==> config.mk <==
export PLATFORM = sky130hd
export DESIGN_NAME = sram_1rw_req_adapter
export DESIGN_NICKNAME = d
export VERILOG_FILES = /design/src/rtl/sram_1rw_req_adapter.sv
export SDC_FILE = /design/constraint.sdc
export NUM_CORES = 1
export LEC_CHECK = 0
export CORE_ASPECT_RATIO = 0.75
export CORE_MARGIN = 4
export CORE_UTILIZATION = 40
export CTS_CLUSTER_DIAMETER = 150
export DETAILED_ROUTE_END_ITERATION = 16
export MAX_ROUTING_LAYER = met4
export PLACE_DENSITY = 0.82
export SYNTH_ARGS = -nofsm -noshare
export SYNTH_HDL_FRONTEND = slang
export SYNTH_SLANG_ARGS = --single-unit
==> constraint.sdc <==
create_clock -name clk -period 9 [get_ports clk]
set_input_delay 2.7 -clock clk [delete_from_list [all_inputs] [get_ports clk]]
set_output_delay 2.7 -clock clk [all_outputs]
set_load 0.02 [all_outputs]
==> src/rtl/sram_1rw_req_adapter.sv <==
// Request/response adapter for a single-port 1RW SRAM macro: drives macro strobes on accept,
// captures read data one cycle later and returns in-order responses through a small credit-guarded FIFO.
module sram_1rw_req_adapter #(
   parameter int BITS       = 32,
   parameter int ADDR_WIDTH = 11,
   parameter int RSP_DEPTH  = 2
) (
   input  logic                  clk,
   input  logic                  rst,
   input  logic                  req_valid,
   output logic                  req_ready,
   input  logic                  req_we,
   input  logic [ADDR_WIDTH-1:0] req_addr,
   input  logic [BITS-1:0]       req_wdata,
   input  logic [BITS/8-1:0]     req_be,
   output logic                  rsp_valid,
   input  logic                  rsp_ready,
   output logic                  rsp_we,
   output logic [BITS-1:0]       rsp_rdata,
   output logic                  sram_ce_in,
   output logic                  sram_we_in,
   output logic [ADDR_WIDTH-1:0] sram_addr_in,
   output logic [BITS-1:0]       sram_wd_in,
   output logic [BITS-1:0]       sram_w_mask_in,
   input  logic [BITS-1:0]       sram_rd_out
);

   localparam int NBE = BITS / 8;
   localparam int PW  = (RSP_DEPTH > 1) ? $clog2(RSP_DEPTH) : 1;
   localparam int CW  = $clog2(RSP_DEPTH + 1) + 1;

   logic          fire, pop, push;
   logic          pend_v_q, pend_v_d;
   logic          pend_we_q, pend_we_d;
   logic [PW-1:0] wptr_q, wptr_d;
   logic [PW-1:0] rptr_q, rptr_d;
   logic [CW-1:0] cnt_q, cnt_d;
   logic [CW-1:0] credit;

   logic            fifo_we_q [RSP_DEPTH];
   logic [BITS-1:0] fifo_rd_q [RSP_DEPTH];

   function automatic logic [PW-1:0] ptr_inc(input logic [PW-1:0] p);
      return (p == PW'(RSP_DEPTH - 1)) ? '0 : p + 1'b1;
   endfunction

   // Slots committed after this cycle: queued + in flight - leaving now.
   assign pop       = rsp_valid && rsp_ready;
   assign credit    = cnt_q + CW'(pend_v_q) - CW'(pop);
   assign req_ready = !rst && (credit < CW'(RSP_DEPTH));
   assign fire      = req_valid && req_ready;
   assign push      = pend_v_q;

   assign sram_ce_in   = fire;
   assign sram_we_in   = fire && req_we;
   assign sram_addr_in = fire ? req_addr : '0;
   assign sram_wd_in   = fire ? req_wdata : '0;

   for (genvar b = 0; b < NBE; b++) begin : g_mask
      assign sram_w_mask_in[b*8 +: 8] = {8{fire && req_we && req_be[b]}};
   end

   assign rsp_valid = !rst && (cnt_q != '0);
   assign rsp_we    = rsp_valid && fifo_we_q[rptr_q];
   assign rsp_rdata = rsp_valid ? fifo_rd_q[rptr_q] : '0;

   always_comb begin
      pend_v_d  = fire;
      pend_we_d = fire && req_we;
      wptr_d    = wptr_q;
      rptr_d    = rptr_q;
      cnt_d     = cnt_q;
      if (push) wptr_d = ptr_inc(wptr_q);
      if (pop)  rptr_d = ptr_inc(rptr_q);
      case ({push, pop})
         2'b10:   cnt_d = cnt_q + 1'b1;
         2'b01:   cnt_d = cnt_q - 1'b1;
         default: cnt_d = cnt_q;
      endcase
   end

   always_ff @(posedge clk) begin
      if (rst) begin
         pend_v_q  <= 1'b0;
         pend_we_q <= 1'b0;
         wptr_q    <= '0;
         rptr_q    <= '0;
         cnt_q     <= '0;
      end else begin
         pend_v_q  <= pend_v_d;
         pend_we_q <= pend_we_d;
         wptr_q    <= wptr_d;
         rptr_q    <= rptr_d;
         cnt_q     <= cnt_d;
      end
   end

   // Entry contents need no reset: the outputs are gated by the count.
   always_ff @(posedge clk) begin
      if (push) begin
         fifo_we_q[wptr_q] <= pend_we_q;
         fifo_rd_q[wptr_q] <= pend_we_q ? '0 : sram_rd_out;
      end
   end

endmodule

==> results of run 1 <==
==> worst max-delay path, delay by kind of cell <==
family,cells,cell delay (ns)
simple gates,4,0.98
buf+inv,3,1.43
fa+ha+maj,2,0.64
xor+xnor,1,0.22
==> metal layers <==
metal,GRT usage,part of all wire,wire (µm),up-vias
li1,-,-,-,1306
met1,0.2093,0.42,3947,1249
met2,0.3116,0.52,4875,106
met3,0.05044,0.045,423,9
met4,0.03761,0.0082,76,0
met5,-,0,0,-
==> synth_stat cells, drive strengths merged, types with 2 or more instances <==
cell / number
edfxtp: 66
nor3b: 2
buf: 36
inv: 5
nor2: 38
and2: 46
xor2: 2
ha: 2
and3: 4
nand2b: 2
fa: 2
dfxtp: 8
mux2i: 35
clkbuf: 9
a21oi: 2
and4bb: 2
nor2b: 32
==> layout make-up <==
| type | count | area share |
|---|---|---|
| clock buffers | 10 | 0.03942 |
| clock inverters | 6 | 0.01163 |
| inverters | 5 | 0.003231 |
| multi-input cells | 175 | 0.2113 |
| flip-flops and latches | 74 | 0.3690 |
| well taps | 112 | 0.02413 |
| repair buffers | 199 | 0.3412 |
==> through the flow <==
step | setup slack [ns] | hold slack [ns]
6_report | 0.3208 | 0.4617
2_1_floorplan | 0.8251 | 0.4381
3_3_place_gp | 0.3604 | 0.4428
4_1_cts | 0.2904 | 0.4640
5_1_grt | 0.1361 | 0.4996
3_5_place_dp | 0.3043 | 0.4565
==> worst max path at each step <==
stage / start / to / slack [ns] / cells after the start
final: rsp_ready / sram_wd_in[24] / 0.32 / 10
after detailed placement: rsp_ready / sram_wd_in[24] / 0.30 / 10
after global routing: rst / sram_wd_in[24] / 0.14 / 10
after CTS: rsp_ready / sram_wd_in[24] / 0.29 / 10
after global placement: rsp_ready / sram_wd_in[24] / 0.36 / 10
after floorplan: rst / sram_w_mask_in[10] / 0.83 / 10
==> sequential cells by signal (all words and copies together) (netlist names), named ones only <==
register   cells
rptr_q         1
cnt_q          3
fifo_we_q      2
wptr_q         1
pend_we_q      1
pend_v_q       1
fifo_rd_q     64
==> report_power, final <==
part | total [mW] | switching (mW) | internal (mW)
registers | 0.502 | 0.0481 | 0.454
logic | 0.549 | 0.280 | 0.269
clock network | 0.348 | 0.133 | 0.215
==> cells by family after synthesis <==
group / Yosys count
xor+xnor: 4
flops: 74
compound gates: 3
buf+inv: 50
fa+ha+maj: 4
mux: 35
simple gates: 129
==> out/qor.log, run 1 <==
[detailed_routing] number of routed nets with antenna violations 0
[sta] slew at the pin closest to its max-slew limit 1.084 ns
[clock_tree] post_cts resized 0
[sta] Layout Skew 0.005541 ns
[yosys] number of distinct library cell variants in the gate-level netlist after synthesis 27
[clock_tree] CTS Sinks 74
[detailed_routing] final wirelength 9323 µm
[worst_setup_path] Cell Chain, Critical Path clkdlybuf4s50_1 > nor3b_1 > ha_1 > nand2b_1 > fa_1 > xor3_1 > and4bb_4 > buf_4 > and2_1 > clkdlybuf4s50_1
[power] power density cells 240.9 nW/µm²
[global_route] global router's overall resource usage 0.1794
[clock_tree] maximum clock path buffer count 2
[finish] post-layout instance area 5808 µm²
[clock_tree] clock tree root buffer cell sky130_fd_sc_hd__clkbuf_16
[worst_setup_path] kind of critical path in2out
[floorplanning] ports placed on the boundary 196
[worst_setup_path] highest cell delay on the worst timing path 0.63 ns
[yosys] warning count from the yosys run 0
[sta] Fin Setup TNS 0 ns
[finish] area taken by multi-input logic gates 1227 µm²
[power] leakage power 2.017 nW
[detailed_routing] detailed-route wire length per cell 16.05 µm
[clock_tree] insertion delay of the later-clocked pin in the worst-skew pair 0.32 ns
[yosys] Avg Cell Area, Syn 12.36 µm²
[placed_design] Cells after DPL 565
[sta] Final Cycle Share 0.9644
[finish] proportion of layout cells with a drive suffix above 1 0.06823
[yosys] main combinational cell family by area after synthesis simple AND/OR/NAND/NOR gates
[floorplanning] initial core utilization 0.4101
[global_route] wire length of the first global-routing pass 14970 µm
[clock_tree] CTS tree done
[sta] fin. max-slew vios 0
[finish] number of antenna repair diodes 0
[global_route] number of global-route vias before repair 3031
[floorplanning] total die area 10850 µm²
[worst_setup_path] critical path's most frequent cell sky130_fd_sc_hd__clkdlybuf4s50_1
[sta] worst slew margin relative to its limit 0.2773
[finish] Syn-to-layout area delta 57.20%
[finish] most common cell after layout, fill and taps aside sky130_fd_sc_hd__clkdlybuf4s50_1
[yosys] simple logic cell fraction of the synthesized area 0.1998
[worst_setup_path] Reg-to-Reg End cnt_q[2]
[floorplanning] y dimension of the die 91.24 µm
[placed_design] count of buffers from port buffering 195
[worst_setup_path] worst endpoint required time 6.30 ns
[detailed_routing] detailed-routing iteration count for the pre-antenna-repair pass 4
[yosys] synthesized area 3695 µm²
[worst_setup_path] R2R Path Start cnt_q[1]
[finish] core occupancy in the finished layout 0.6447
[clock_tree] H-tree levels 3
[finish] Seq. cell area 2143 µm²
[sta] highest achievable clock rate 0.1152 GHz
[finish] post-layout instance count excluding filler cells 581
[min_path] WHS Path Cells 1
[worst_setup_path] worst r2r path cells 9
[placed_design] Detailed Place HPWL 6918 µm
[detailed_routing] average vias per placed instance 4.596
[detailed_routing] via count of the routed design 2670
[global_route] GR Overflow Total 0
[sta] final count of negative-setup-slack endpoints 0
[yosys] Mapped Nets 387
[yosys] proportion of synthesized flip-flops having asynchronous set or reset 0
[yosys] share of cell area taken by muxes after synthesis 0.09482
[min_path] class of the tightest hold or removal check reg2reg
[yosys] number of cells produced by synthesis 299
[global_route] initial antenna violation count 0
[yosys] library cell occupying the most area in the post-synthesis netlist sky130_fd_sc_hd__edfxtp_1
[finish] Fillers 705
[yosys] part of the Yosys area used for sequential elements 0.5797
[worst_setup_path] element type at the critical path end output port
[detailed_routing] DRC violation count after routing 0
[clock_tree] clock-pin slew on the worst setup and hold paths 0.05 ns
[yosys] most instantiated flip-flop cell in the synthesis netlist sky130_fd_sc_hd__edfxtp_1
[min_path] start point of the worst min-delay path rptr_q
[yosys] area fraction in compound gates after synthesis 0.004064
[clock_tree] number of buffers inserted during clock tree synthesis 9
[yosys] synthesized-area fraction occupied by xor and xnor cells 0.01355
[global_route] maximum number of pins on one net before global-route repair 44
[floorplanning] placeable core region 9009 µm²
[sta] endpoints failing hold 0
[floorplanning] die width 119.0 µm
[placed_design] instance area at placement 5512 µm²
[power] Power Total 1.399 mW
[finish] number of nets in the final layout 552
[outcome] run status finished clean
[sta] unrepaired setup endpoints after global routing no
[placed_design] Final GP Congestion 0.8249
[power] maximum vdd ir drop 122.1 µV
[worst_setup_path] register-to-register setup slack 6.58 ns
[flow_run] # Max-Cap Violations 0
[clock_tree] number of post-CTS setup repair buffers 0
[yosys] count of flip-flops with a built-in enable after synthesis 66
[yosys] area share of fa/ha/maj cells after synthesis 0.01761
[worst_setup_path] arrival time at the worst endpoint 5.98 ns
[yosys] most area-consuming cells after synthesis sky130_fd_sc_hd__edfxtp_1, sky130_fd_sc_hd__mux2i_1, sky130_fd_sc_hd__and2_1, sky130_fd_sc_hd__buf_4, sky130_fd_sc_hd__nor2b_1
[worst_setup_path] Max FO, Critical Path 43
[worst_setup_path] CP max-delay cell sky130_fd_sc_hd__clkdlybuf4s50_1
[floorplanning] floorplan row count 30
[yosys] area share of the largest cell type after synthesis 0.5364
[finish] top library cells by usage in the layout, fill and taps aside sky130_fd_sc_hd__clkdlybuf4s50_1, sky130_fd_sc_hd__edfxtp_1, sky130_fd_sc_hd__and2_1, sky130_fd_sc_hd__nor2_1, sky130_fd_sc_hd__mux2i_1
[detailed_routing] iteration-0 DRC count of the detailed router 97
[clock_tree] hold buffers post-CTS 0
[yosys] number of storage elements in the synthesis netlist 74
[worst_setup_path] nature of the critical path startpoint input port
[sta] minimum period implied by the final worst setup slack 8.679 ns
Note: power is estimated with default switching activity, not from simulation.
==> run 2, diff against run 1 <==
- CELL_PAD_IN_SITES_DETAIL_PLACEMENT: unset -> 1
- CELL_PAD_IN_SITES_GLOBAL_PLACEMENT: unset -> 2
- CORE_UTILIZATION: 40 -> 24
- PLACE_DENSITY: 0.82 -> unset
- PLACE_DENSITY_LB_ADDON: unset -> 0.1
==> run 2 against run 1 <==
Combinational power about the same; sequential share of layout area fell by 0.72 points; register-to-register slack worse by 0.15 ns.
==> out/qor.log, run 2 (same netlist as run 1, synthesis figures left out) <==
[placed_design] Final GP Congestion 0.7614 [was 0.8249]
[floorplanning] floorplan row count 38 [was 30]
[global_route] global-route track usage on met2 0.2258 [was 0.3116]
[finish] largest reg by FF count fifo_rd_q [unchanged]
[flow_run] # Max-Cap Violations 0 [unchanged]
[worst_setup_path] Max FO, Critical Path 29 [was 43]
[worst_setup_path] CP max-delay cell sky130_fd_sc_hd__clkdlybuf4s50_1 [unchanged]
[finish] most common cell after layout, fill and taps aside sky130_fd_sc_hd__clkdlybuf4s50_1 [unchanged]
[detailed_routing] final wirelength 10460 µm [was 9323 µm]
[floorplanning] placeable core region 14790 µm² [was 9009 µm²]
[sta] endpoints failing hold 0 [unchanged]
[finish] biggest regs fifo_rd_q x64, cnt_q x3, fifo_we_q x2 [unchanged]
[clock_tree] number of buffers inserted during clock tree synthesis 9 [unchanged]
[finish] top library cells by usage in the layout, fill and taps aside sky130_fd_sc_hd__clkdlybuf4s50_1, sky130_fd_sc_hd__edfxtp_1, sky130_fd_sc_hd__and2_1, sky130_fd_sc_hd__nor2_1, sky130_fd_sc_hd__mux2i_1 [unchanged]
[detailed_routing] average vias per placed instance 4.069 [was 4.596]
[placed_design] Detailed Place HPWL 7610 µm [was 6918 µm]
[sta] final hold slack 0.4707 ns [was 0.4617 ns]
[worst_setup_path] Cell Chain, Critical Path clkdlybuf4s50_1 > nor3b_1 > ha_1 > nand2b_1 > fa_1 > xor3_1 > and4bb_4 > buf_4 > and2_1 > clkdlybuf4s50_1 [unchanged]
[finish] proportion of layout cells with a drive suffix above 1 0.06624 [was 0.06823]
[clock_tree] CTS Sinks 74 [unchanged]
[clock_tree] CTS tree done [unchanged]
[floorplanning] ports placed on the boundary 196 [unchanged]
[worst_setup_path] highest cell delay on the worst timing path 0.61 ns [was 0.63 ns]
[clock_tree] clock-pin slew on the worst setup and hold paths 0.05 ns [about the same]
[finish] number of nets in the final layout 551 [was 552]
[detailed_routing] DRC violation count after routing 0 [unchanged]
[worst_setup_path] kind of critical path in2out [unchanged]
[sta] slew at the pin closest to its max-slew limit 1.139 ns [was 1.084 ns]
[clock_tree] clock tree root buffer cell sky130_fd_sc_hd__clkbuf_16 [unchanged]
[global_route] GR Overflow Total 0 [unchanged]
[worst_setup_path] arrival time at the worst endpoint 6.01 ns [was 5.98 ns]
[worst_setup_path] element type at the critical path end output port [unchanged]
[global_route] maximum number of pins on one net before global-route repair 35 [was 44]
[sta] minimum period implied by the final worst setup slack 8.705 ns [was 8.679 ns]
[sta] final worst slack 0.2948 ns [was 0.3208 ns]
[detailed_routing] via count of the routed design 2718 [was 2670]
[global_route] fraction of met1 tracks used by global routing 0.1308 [was 0.2093]
[min_path] class of the tightest hold or removal check reg2reg [unchanged]
[sta] Layout Skew 0.005738 ns [was 0.005541 ns]
[sta] unrepaired setup endpoints after global routing no [unchanged]
[worst_setup_path] nature of the critical path startpoint input port [unchanged]
[clock_tree] number of post-CTS setup repair buffers 0 [unchanged]
[clock_tree] H-tree levels 3 [unchanged]
[clock_tree] maximum clock path buffer count 2 [unchanged]
[detailed_routing] detailed-route wire length per cell 15.66 µm [was 16.05 µm]
[placed_design] Post-Place Worst Slack 0.2218 ns [was 0.3043 ns]
[floorplanning] die width 151.3 µm [was 119.0 µm]
[finish] post-layout instance area 5927 µm² [was 5808 µm²]
[finish] number of flip-flops in the largest register 64 [unchanged]
[global_route] number of global-route vias before repair 3243 [was 3031]
[power] maximum vdd ir drop 93.07 µV [was 122.1 µV]
[finish] number of antenna repair diodes 0 [unchanged]
[finish] post-layout instance count excluding filler cells 668 [was 581]
[global_route] global router's overall resource usage 0.1255 [was 0.1794]
[global_route] wire length of the first global-routing pass 16140 µm [was 14970 µm]
[sta] Fin Setup TNS 0 ns [unchanged]
[power] Power Total 1.427 mW [was 1.399 mW]
[detailed_routing] number of routed nets with antenna violations 0 [unchanged]
[detailed_routing] iteration-0 DRC count of the detailed router 76 [was 97]
[clock_tree] insertion delay of the later-clocked pin in the worst-skew pair 0.32 ns [about the same]
[finish] Fillers 1586 [was 705]
[placed_design] Cells after DPL 652 [was 565]
[worst_setup_path] critical path's most frequent cell sky130_fd_sc_hd__clkdlybuf4s50_1 [unchanged]
[sta] highest achievable clock rate 0.1149 GHz [was 0.1152 GHz]
[power] power density cells 240.7 nW/µm² [was 240.9 nW/µm²]
[floorplanning] y dimension of the die 115.5 µm [was 91.24 µm]
[sta] final count of negative-setup-slack endpoints 0 [unchanged]
[sta] Final Cycle Share 0.9672 [was 0.9644]
[sta] fin. max-slew vios 0 [unchanged]
[floorplanning] initial core utilization 0.2499 [was 0.4101]
[sta] worst slew margin relative to its limit 0.2406 [was 0.2773]
[clock_tree] hold buffers post-CTS 0 [unchanged]
[clock_tree] post_cts resized 0 [unchanged]
[global_route] routing usage on met3 0.04457 [was 0.05044]
[outcome] run status finished clean [unchanged]
[global_route] initial antenna violation count 0 [unchanged]
[finish] Syn-to-layout area delta 60.41% [was 57.20%]
[floorplanning] total die area 17460 µm² [was 10850 µm²]
[detailed_routing] detailed-routing iteration count for the pre-antenna-repair pass 3 [was 4]
[global_route] peak-usage layer in the global routing report met2 [unchanged]
[finish] core occupancy in the finished layout 0.4008 [was 0.6447]
[placed_design] count of buffers from port buffering 195 [unchanged]
[power] leakage power 2.027 nW [was 2.017 nW]
[placed_design] instance area at placement 5615 µm² [was 5512 µm²]
[worst_setup_path] worst endpoint required time 6.30 ns [about the same]
[run 2: cell types whose count changed in the layout (fill, tap and decap cells not counted)]
cell and change:
sky130_fd_sc_hd__clkinvlp_4 -2, sky130_fd_sc_hd__buf_4 -1, sky130_fd_sc_hd__bufinv_16 +1, sky130_fd_sc_hd__clkbuf_1 +1, sky130_fd_sc_hd__clkinv_2 +1, sky130_fd_sc_hd__clkinv_4 -1
sky130_fd_sc_hd__dfxtp_1 -1, sky130_fd_sc_hd__dfxtp_2 +1
[run 2: power by group]
group / switching, mW / internal (mW)
Sequential: 0.0541 / 0.454
Clock: 0.129 / 0.242
Combinational: 0.278 / 0.269
Total: 0.462 / 0.965
[run 2: per-layer routing]
layer  wire length, µm  share of wire
met1              4004           0.38
met2              5527           0.53
met4               106          0.010
met3               825          0.079
met5                 0              0
[run 2: path summary, 6_finish.rpt]
kind              startpoint  slack, ns  depth (start not counted)              end
setup / recovery         rst       0.29                         10  sram_addr_in[7]
hold / removal        rptr_q       0.47                          1         register
setup reg to reg    cnt_q[1]       6.43                          8        pend_we_q
hold reg to reg       rptr_q       0.47                          1         register
[run 2: worst max-delay path: cells and delay by family]
kind / cells / cell delay, ns
xor+xnor: 1 / 0.23
buf+inv: 3 / 1.33
simple gates: 4 / 1.10
fa+ha+maj: 2 / 0.64
[run 2: area by class of cell]
type | count | area, µm² | share of cell area
flip-flops and latches | 74 | 2145 | 0.3618
repair buffers | 198 | 1974 | 0.3331
clock buffers | 11 | 232.7 | 0.03927
well taps | 200 | 250.2 | 0.04222
inverters | 5 | 18.77 | 0.003167
multi-input cells | 175 | 1227 | 0.2071
clock inverters | 5 | 78.83 | 0.01330
